<file path="src/rtl/conv3x3_stream_pkg.sv">
// Shared widths, geometry and helpers for the 3x3 streaming convolution stage.
package conv3x3_stream_pkg;

   localparam int IMG_W    = 8;
   localparam int IMG_H    = 8;
   localparam int CONV_LAT = 3;
   localparam int CNT_MAX  = IMG_W * IMG_H + 3;

   localparam int PIX_W  = 8;
   localparam int WGT_W  = 8;
   localparam int CONV_W = 8;
   localparam int PROD_W = PIX_W + WGT_W;
   localparam int ACC_W  = 20;
   localparam int TAPS   = 9;

   typedef enum logic [1:0] {
      ST_IDLE  = 2'd0,
      ST_RUN   = 2'd1,
      ST_FLUSH = 2'd2
   } state_t;

   // Half-LSB bias so the arithmetic shift rounds half up.
   function automatic int rnd_bias(input int shift);
      return (shift > 0) ? (1 << (shift - 1)) : 0;
   endfunction

   function automatic logic [CONV_W-1:0] sat_conv(input logic signed [ACC_W-1:0] a);
      localparam logic signed [ACC_W-1:0] SAT_HI = ACC_W'(2 ** (CONV_W - 1) - 1);
      localparam logic signed [ACC_W-1:0] SAT_LO = ACC_W'(-(2 ** (CONV_W - 1)));
      if (a > SAT_HI) return SAT_HI[CONV_W-1:0];
      if (a < SAT_LO) return SAT_LO[CONV_W-1:0];
      return a[CONV_W-1:0];
   endfunction

endpackage

</file>
<file path="src/rtl/conv3x3_mac.sv">
// Product and sum/requantise stages of the 3x3 convolution (two registered stages).
module conv3x3_mac
   import conv3x3_stream_pkg::*;
#(
   parameter int SHIFT = 4
) (
   input  logic                    clk,
   input  logic                    rst,
   input  logic                    clr,
   input  logic                    in_vld,
   input  logic [TAPS*PIX_W-1:0]   win,
   input  logic [TAPS*WGT_W-1:0]   w_flat,
   output logic                    out_vld,
   output logic [CONV_W-1:0]       conv
);

   localparam logic signed [ACC_W-1:0] RND = ACC_W'(rnd_bias(SHIFT));

   logic signed [PROD_W-1:0] prod [TAPS];
   logic                     prod_vld;
   logic signed [ACC_W-1:0]  sum;
   logic signed [ACC_W-1:0]  acc;

   always_ff @(posedge clk) begin
      if (rst) begin
         prod_vld <= 1'b0;
         for (int k = 0; k < TAPS; k++) prod[k] <= '0;
      end else begin
         prod_vld <= in_vld && !clr;
         for (int k = 0; k < TAPS; k++)
            prod[k] <= PROD_W'($signed(win[k*PIX_W +: PIX_W])) *
                       PROD_W'($signed(w_flat[k*WGT_W +: WGT_W]));
      end
   end

   always_comb begin
      sum = '0;
      for (int k = 0; k < TAPS; k++) sum = sum + ACC_W'(prod[k]);
      acc = (sum + RND) >>> SHIFT;
   end

   // conv only moves with a valid result so it holds between windows.
   always_ff @(posedge clk) begin
      if (rst) begin
         out_vld <= 1'b0;
         conv    <= '0;
      end else begin
         out_vld <= prod_vld && !clr;
         if (prod_vld && !clr) conv <= sat_conv(acc);
      end
   end

endmodule

</file>
<file path="src/rtl/conv3x3_stream.sv">
// Streaming 3x3 valid convolution over one raster-ordered image, tagged with a frame cycle counter.
//
// state    | meaning
// ST_IDLE  | waiting for pixel 0, cnt=0
// ST_RUN   | consuming pixel cnt each cycle; a missing pixel aborts the frame
// ST_FLUSH | input closed, draining the pipeline until cnt=W*H+3
module conv3x3_stream
   import conv3x3_stream_pkg::*;
#(
   parameter int W     = IMG_W,
   parameter int H     = IMG_H,
   parameter int SHIFT = 4,
   parameter int CNT_W = $clog2(W * H + 4)
) (
   input  logic                    clk,
   input  logic                    rst,
   input  logic                    in_vld,
   output logic                    in_rdy,
   input  logic [PIX_W-1:0]        pix,
   input  logic [TAPS*WGT_W-1:0]   w_flat,
   output logic                    out_vld,
   output logic [CNT_W-1:0]        cnt,
   output logic [CONV_W-1:0]       conv,
   output logic                    frame_done,
   output logic                    frame_err
);

   localparam int NPIX  = W * H;
   localparam int SR_D  = 2 * W + 2;
   localparam int POS_W = $clog2(((W > H) ? W : H) + 1);

   localparam logic [CNT_W-1:0] CNT_LASTPIX = CNT_W'(NPIX - 1);
   localparam logic [CNT_W-1:0] CNT_PREEND  = CNT_W'(NPIX + 2);
   localparam logic [CNT_W-1:0] CNT_END     = CNT_W'(NPIX + 3);

   state_t                  state;
   logic [POS_W-1:0]        col_q;
   logic [POS_W-1:0]        row_q;
   logic                    consume;
   logic                    gap;
   logic                    win_ok;
   logic [PIX_W-1:0]        sr   [SR_D];
   logic [PIX_W-1:0]        taps [TAPS];
   logic [TAPS*PIX_W-1:0]   win;
   logic                    win_vld;

   assign consume = ((state == ST_IDLE) || (state == ST_RUN)) && in_vld;
   assign gap     = (state == ST_RUN) && !in_vld;
   assign win_ok  = consume && (row_q >= POS_W'(2)) && (col_q >= POS_W'(2));

   always_ff @(posedge clk) begin
      if (rst) begin
         state      <= ST_IDLE;
         cnt        <= '0;
         in_rdy     <= 1'b1;
         frame_done <= 1'b0;
         frame_err  <= 1'b0;
         col_q      <= '0;
         row_q      <= '0;
      end else begin
         frame_done <= 1'b0;
         frame_err  <= 1'b0;
         case (state)
            ST_IDLE: begin
               if (in_vld) begin
                  state <= ST_RUN;
                  cnt   <= CNT_W'(1);
                  col_q <= POS_W'(1);
               end
            end
            ST_RUN: begin
               if (!in_vld) begin
                  state     <= ST_IDLE;
                  cnt       <= '0;
                  frame_err <= 1'b1;
                  col_q     <= '0;
                  row_q     <= '0;
               end else if (cnt == CNT_LASTPIX) begin
                  state  <= ST_FLUSH;
                  cnt    <= cnt + CNT_W'(1);
                  in_rdy <= 1'b0;
                  col_q  <= '0;
                  row_q  <= '0;
               end else begin
                  cnt <= cnt + CNT_W'(1);
                  if (col_q == POS_W'(W - 1)) begin
                     col_q <= '0;
                     row_q <= row_q + POS_W'(1);
                  end else begin
                     col_q <= col_q + POS_W'(1);
                  end
               end
            end
            ST_FLUSH: begin
               if (cnt == CNT_END) begin
                  state  <= ST_IDLE;
                  cnt    <= '0;
                  in_rdy <= 1'b1;
               end else begin
                  cnt <= cnt + CNT_W'(1);
                  if (cnt == CNT_PREEND) frame_done <= 1'b1;
               end
            end
            default: begin
               state  <= ST_IDLE;
               cnt    <= '0;
               in_rdy <= 1'b1;
            end
         endcase
      end
   end

   // The incoming pixel is the newest tap, so the window register is stage 1.
   for (genvar k = 0; k < TAPS; k++) begin : g_tap
      localparam int D = (2 - k / 3) * W + (2 - k % 3);
      if (D == 0) begin : g_new
         assign taps[k] = pix;
      end else begin : g_old
         assign taps[k] = sr[D-1];
      end
   end

   always_ff @(posedge clk) begin
      if (rst) begin
         for (int i = 0; i < SR_D; i++) sr[i] <= '0;
         win     <= '0;
         win_vld <= 1'b0;
      end else begin
         win_vld <= win_ok;
         if (consume) begin
            sr[0] <= pix;
            for (int i = 1; i < SR_D; i++) sr[i] <= sr[i-1];
            for (int k = 0; k < TAPS; k++) win[k*PIX_W +: PIX_W] <= taps[k];
         end
      end
   end

   conv3x3_mac #(
      .SHIFT (SHIFT)
   ) u_mac (
      .clk     (clk),
      .rst     (rst),
      .clr     (gap),
      .in_vld  (win_vld),
      .win     (win),
      .w_flat  (w_flat),
      .out_vld (out_vld),
      .conv    (conv)
   );

endmodule

</file>
<file path="config.mk">
export PLATFORM = sky130hd
export DESIGN_NAME = conv3x3_stream
export DESIGN_NICKNAME = d
export VERILOG_FILES = /design/src/rtl/conv3x3_stream_pkg.sv /design/src/rtl/conv3x3_mac.sv /design/src/rtl/conv3x3_stream.sv
export SDC_FILE = /design/constraint.sdc
export NUM_CORES = 2
export LEC_CHECK = 0
export BUFFER_PORTS_ARGS = -buffer_cell sky130_fd_sc_hd__buf_2
export CORE_MARGIN = 8
export CORE_UTILIZATION = 36
export CTS_CLUSTER_DIAMETER = 60
export DETAILED_ROUTE_END_ITERATION = 10
export PLACE_DENSITY_LB_ADDON = 0.05
export SLEW_MARGIN = 0
export SYNTH_ARGS = -nofsm -noshare
export SYNTH_HDL_FRONTEND = slang
export SYNTH_HIERARCHICAL = 1
export SYNTH_SLANG_ARGS = --single-unit
</file>
<file path="constraint.sdc">
create_clock -name clk -period 4.8 [get_ports clk]
set_input_delay 0.48 -clock clk [delete_from_list [all_inputs] [get_ports clk]]
set_output_delay 0.48 -clock clk [all_outputs]
set_load 0.05 [all_outputs]
</file>
# Yosys cells after proc, flatten, opt, wreduce, memory -nomap -nowiden
# Memory sizes are Yosys's and may differ from the RTL's. A register that Yosys moved wholly into a read port is not among the register bits.
# Index checks and enable logic that the tools add are counted.
# W data, S select, Z words.
dict set report classes {
  n_addsub 12
  n_mul 9
  n_lt_le_gt_ge 4
  n_eq_ne 12
  n_mux 67
  bitwise 30
  reduce_logical 17
}
# operator count
set ops {}
lappend ops {{$mux W8} 22}
lappend ops {{$mul A8 B8 Y16} 9}
lappend ops {{$mux W16} 9}
lappend ops {{$add A20 B16 Y20} 6}
lappend ops {{$mux W4} 7}
lappend ops {{$or A1 B1 Y1} 27}
lappend ops {{$mux W7} 3}
lappend ops {{$pmux W7 S3} 1}
lappend ops {{$add A20 B5 Y20 const B} 1}
lappend ops {{$add A17 B16 Y18} 1}
lappend ops {{$mux W1} 18}
lappend ops {{$add A16 B16 Y17} 1}
lappend ops {{$gt A16 B8 Y1 const B} 1}
lappend ops {{$lt A16 B8 Y1 const B} 1}
lappend ops {{$eq A7 B7 Y1 const B} 2}
lappend ops {{$add A4 B1 Y4 const B} 2}
lappend ops {{$ge A4 B2 Y1 const B} 2}
lappend ops {{$mux W2} 4}
lappend ops {{$pmux W4 S2} 1}
lappend ops {{$add A7 B1 Y7 const B} 1}
lappend ops {{$eq A7 B6 Y1 const B} 1}
lappend ops {{$logic_and A1 B1 Y1} 6}
lappend ops {{$ne A2 B2 Y1 const B} 3}
lappend ops {{$pmux W2 S3} 1}
lappend ops {{other kinds (17)} 21}
dict set report totals {
  reg_bits 103
  mem_bits_rw 288
  in_bits 83
  output_inout_bits 19
  wordCells 165
  n_memories 2
}
# memory depth width read_ports rd_clocked_by_memory_dff write_ports line_no
set mem_list {}
lappend mem_list {sr 18 8 18 1 18 conv3x3_stream.sv:42} ;# logic [PIX_W-1:0] sr [SR_D];
lappend mem_list {u_mac.prod 9 16 9 0 9 conv3x3_mac.sv:19} ;# logic signed [PROD_W-1:0] prod [TAPS];

# Longest topological paths before layout
dict set report depth {
  word_depth 18
  depth_mapped 18
  ltp_nobuf 18
}

# Modules after synthesis
# The synthesis kept the hierarchy.
# module instances cells_each area_each_um2 seq_area_each_um2
set modules_own_cells {}
lappend modules_own_cells {conv3x3_mac 1 3115 29303.1 3083.0}
lappend modules_own_cells {conv3x3_stream 1 585 8416.8 6185.9}

# Least setup slack after synthesis
# OpenSTA, ideal clock, no wires.
dict set report synth_timing {
  kind {register to register}
  start {memory u_mac/prod[0][100] (netlist bit)}
  end {register u_mac.conv[0]}
  setup_time_ns 0.145
  arrival_time_ns 4.698
  required_ns 4.655
  setup_slack_ns -0.042
  path_stages_with_launch 16
  n_path_buf 0
  synth_period_minus_slack_ns 4.842
  path_cell_list {dfxtp_1 fa_1 fa_1 fa_1 inv_1 fa_1 inv_1 ha_1 o211ai_1 o211a_1 o311a_1 xnor2_1 a2111o_1 nand4b_4 o41ai_4 o32ai_1}
}
# element line_no
set synth_lines {}
lappend synth_lines {{from (decl)} conv3x3_mac.sv:19}
lappend synth_lines {{to (signal assigned)} conv3x3_mac.sv:49} ;# if (prod_vld && !clr) conv <= sat_conv(acc);
lappend synth_lines {{to (decl)} conv3x3_mac.sv:14} ;# output logic [CONV_W-1:0] conv

==> run_results.csv <==
group,metric,value,unit
outcome,status,"complete, but fails checks",
outcome,violations,"setup timing",
yosys,ys_async_sr_fraction,0,
sta,rsz0062_at_grt,"true",
worst_setup_path,r2r_end,"u_mac/conv[4]",
floorplanning,die_width,340,um
clocking,cts_buffers,57,
clocking,cts_tree,"done",
placed_design,pre_cts_ws,-317,ps
cells_and_area,final_area,43600,um^2
worst_setup_path,critPathCaptureType,"flip-flop",
floorplanning,start_util,0.363,
grt,track_usage,0.169,
worst_setup_path,r2r_start,"u_mac/prod[0][18]",
pwr,leakagePower,20.9,nW
floorplanning,die-area,115000,um^2
route,wirelength,95.2,mm
hold_path,hold_class,"in -> reg",
floorplanning,core_area,104000,um^2
route,first_pass_iters,5,
sta,hold_slack,147,ps
clocking,root_buffer,"clkbuf_16",
yosys,synth_top_area_frac,0.324,
cells_and_area,nets,5016,
worst_setup_path,r2r_slack,-150,ps
floorplanning,rows,118,
yosys,ys_ff_latch,391,
sta,hold_viol,0,
yosys,yosysSeqAreaShare,0.246,
route,drc,0,
route,drt_iter0_markers,933,
clocking,clk_latency,630,ps
yosys,synthMostInstantiatedCell,"inv_1",
worst_setup_path,critical_path_arrival,5420,ps
yosys,yosys-top-cells-count,"779 x inv_1, 610 x fa_1, 468 x and2_1, 289 x ha_1, 247 x dfxtp_1",
yosys,syn-num-nets,4682,
worst_setup_path,crit_start,"u_mac/prod[0][18]",
sta,fmax,202,MHz
sta,max_slew_margin,0.320,
sta,period_needed,4950,ps
yosys,avgSynthCellArea,10.2,um^2
flow_run,maxCapViolations,0,
placed_design,dp_hpwl,80.0,mm
clocking,ctsHtreeMaxLevel,2,
worst_setup_path,critPathCapture,"u_mac/conv[4]",
yosys,synth_top_area_cell,"fa_1",
sta,drv_slew,0,
yosys,ys_types,62,
worst_setup_path,start_kind,"flip-flop",
grt,overflow,0,
sta,layout_setup_ws,-152,ps
cells_and_area,area_delta_synth_final,15.7,%
yosys,ys.flop_type,"dfxtp_1",
route,wl_per_cell,17.4,um
yosys,yosys-top-cells-area,"fa_1 32%, dfxtp_1 13%, edfxtp_1 11%, ha_1 9.6%, and2_1 7.8%",
clocking,postCtsHoldBufs,0,
worst_setup_path,required,5270,ps
clocking,cts_buffer_depth,3,
placed_design,post_dp_cell_area,41600,um^2
yosys,synth_edf_count,144,
sta,skew,31.6,ps
clocking,clk_pin_slew,60,ps
route,viasPerCell,4.46,
yosys,synth_warnings,14,
worst_setup_path,criticalPathCategory,"reg -> reg",
grt,grt_pass1_vias,26700,
sta,setup_violations,7,
grt,antenna_found_initial,7,
placed_design,io_buffers,101,
pwr,power,31.2,mW
clocking,clock_sinks,391,
yosys,syn_area,37700,um^2
cells_and_area,drive_above_1_share,0.118,
worst_setup_path,cp_max_fo,7,
grt,grt_max_degree,88,
route,ant_nets,0,
route,dr_total_vias,24400,
placed_design,gp_congestion,0.855,
grt,grt_pass1_wl,155,mm
cells_and_area,nFillCells,10300,
sta,worstMarginPinSlew,1020,ps
pwr,p_per_area,716,nW/um^2
floorplanning,fp.dieH,340,um
yosys,netlist_instances,3700,
pwr,vdd_ir_drop_max,1.75,mV
sta,period_share,1.03,
floorplanning,boundaryPins,102,
worst_setup_path,reg2reg_depth,18,
==> power by group <==
group | internal (mW) | switching [mW]
combinational | 10.7 | 12.4
sequential | 3.82 | 0.220
clock | 2.44 | 1.66
total | 17.0 | 14.3
==> flip-flops by register name, indices dropped and copies added, names as in the netlist <==
signal,flops
cnt,7
u_mac/prod,144
u_mac/prod_vld,1
sr,144
win_vld,1
frame_err,1
u_mac/conv,8
win,72
u_mac/out_vld,1
col_q,4
frame_done,1
state,2
row_q,4
in_rdy,1
==> layout by cell type (no fill, tap or decap), types with 6 or more instances in the layout <==
cell type,Yosys,routed
clkinv_1,0,9
o21ai_0,48,41
clkbuf_16,0,57
nand4_1,6,6
nand2_1,241,241
dfxtp_2,0,11
and2_1,468,468
a31oi_1,6,6
inv_8,0,7
xor2_1,49,48
inv_1,779,774
buf_4,3,229
o21bai_1,7,7
and3_1,10,10
fa_1,610,610
dfxtp_1,247,236
xnor2_1,92,91
or3_1,13,13
a21oi_1,78,75
nand3b_1,12,12
a21o_1,100,100
ha_4,0,6
ha_1,289,283
buf_2,5,100
nor3_1,33,33
edfxtp_1,144,144
nand2b_1,70,70
nor3b_1,11,10
nand3_1,6,6
nor2_1,139,139
a21boi_0,14,11
nor2b_1,62,61
o211ai_1,12,12
a22o_1,8,8
o32ai_1,9,7
o21ai_1,10,14
clkbuf_1,50,8
a2111o_1,6,6
==> worst min path at each step <==
stage	startpoint	slack [ps]	to	cells past startpoint
finish	pix[1]	150	win[65]	3
floorplan	sr[17][0]	440	win[0]	1
global route	pix[1]	140	sr[0][1]	2
detailed placement	sr[17][4]	440	win[4]	1
global placement	sr[17][0]	440	win[0]	1
CTS	pix[1]	90	win[65]	3
==> metal layers <==
metal  global-route usage  share of wire  vias to the layer above
li1                     -              -                    12100
met1                0.226           0.46                    12000
met2                0.294           0.49                      229
met3               0.0224          0.025                       86
met4               0.0352          0.021                        0
met5                    0              0                        -
==> critical path, cell delays in order (launching register included) <==
cell and delay, ps:
dfxtp_1 310, inv_1 50, fa_1 550, inv_2 50
fa_1 480, fa_1 490, inv_1 60, fa_1 470
inv_1 60, ha_4 260, o211ai_1 110, o211a_1 320
o311a_1 370, xnor2_2 160, a2111o_1 390, nand4b_4 190
o41ai_4 240, buf_6 180, o32ai_1 90
==> what timing repair did <==
action,4_1_cts,5_1_grt
pin swaps,5,10
setup buffers,1,0
endpoints found under the setup margin,8,28
gates resized for setup,7,47
hold endpoints to repair,0,0
==> kinds of logic (layout without fill, tap and decap cells) <==
group	count (synthesis)	in the layout	share of synthesized area
AND/OR/NAND/NOR	1088	1088	0.155
adder cells (fa/ha/maj)	899	899	0.420
buffers and inverters	839	1219	0.0840
flip-flops	391	391	0.246
AO/OA/AOI/OAI	335	335	0.0605
XOR/XNOR	141	141	0.0327
multiplexers	7	7	0.00199
other	0	1	0
==> cell type report <==
cell class | count | area (um^2) | area share
clock buffers | 70 | 1530 | 0.0350
clock inverters | 35 | 322 | 0.00737
well taps | 1380 | 1730 | 0.0396
inverters | 779 | 2930 | 0.0671
flip-flops and latches | 391 | 9280 | 0.213
multi-input cells | 2470 | 25500 | 0.585
repair buffers | 335 | 2320 | 0.0532
diodes | 1 | 2.50 | 0.0000574
==> through the flow <==
stage	setup TNS, ps	util	std cells
floorplan	0	-	3700
global route	-2100	0.420	5460
CTS	-1530	0.419	5460
finish	-950	0.420	5461
detailed placement	-2660	0.400	5354
global placement	-2830	0.400	5354
Power figures use the tool's default switching activity.
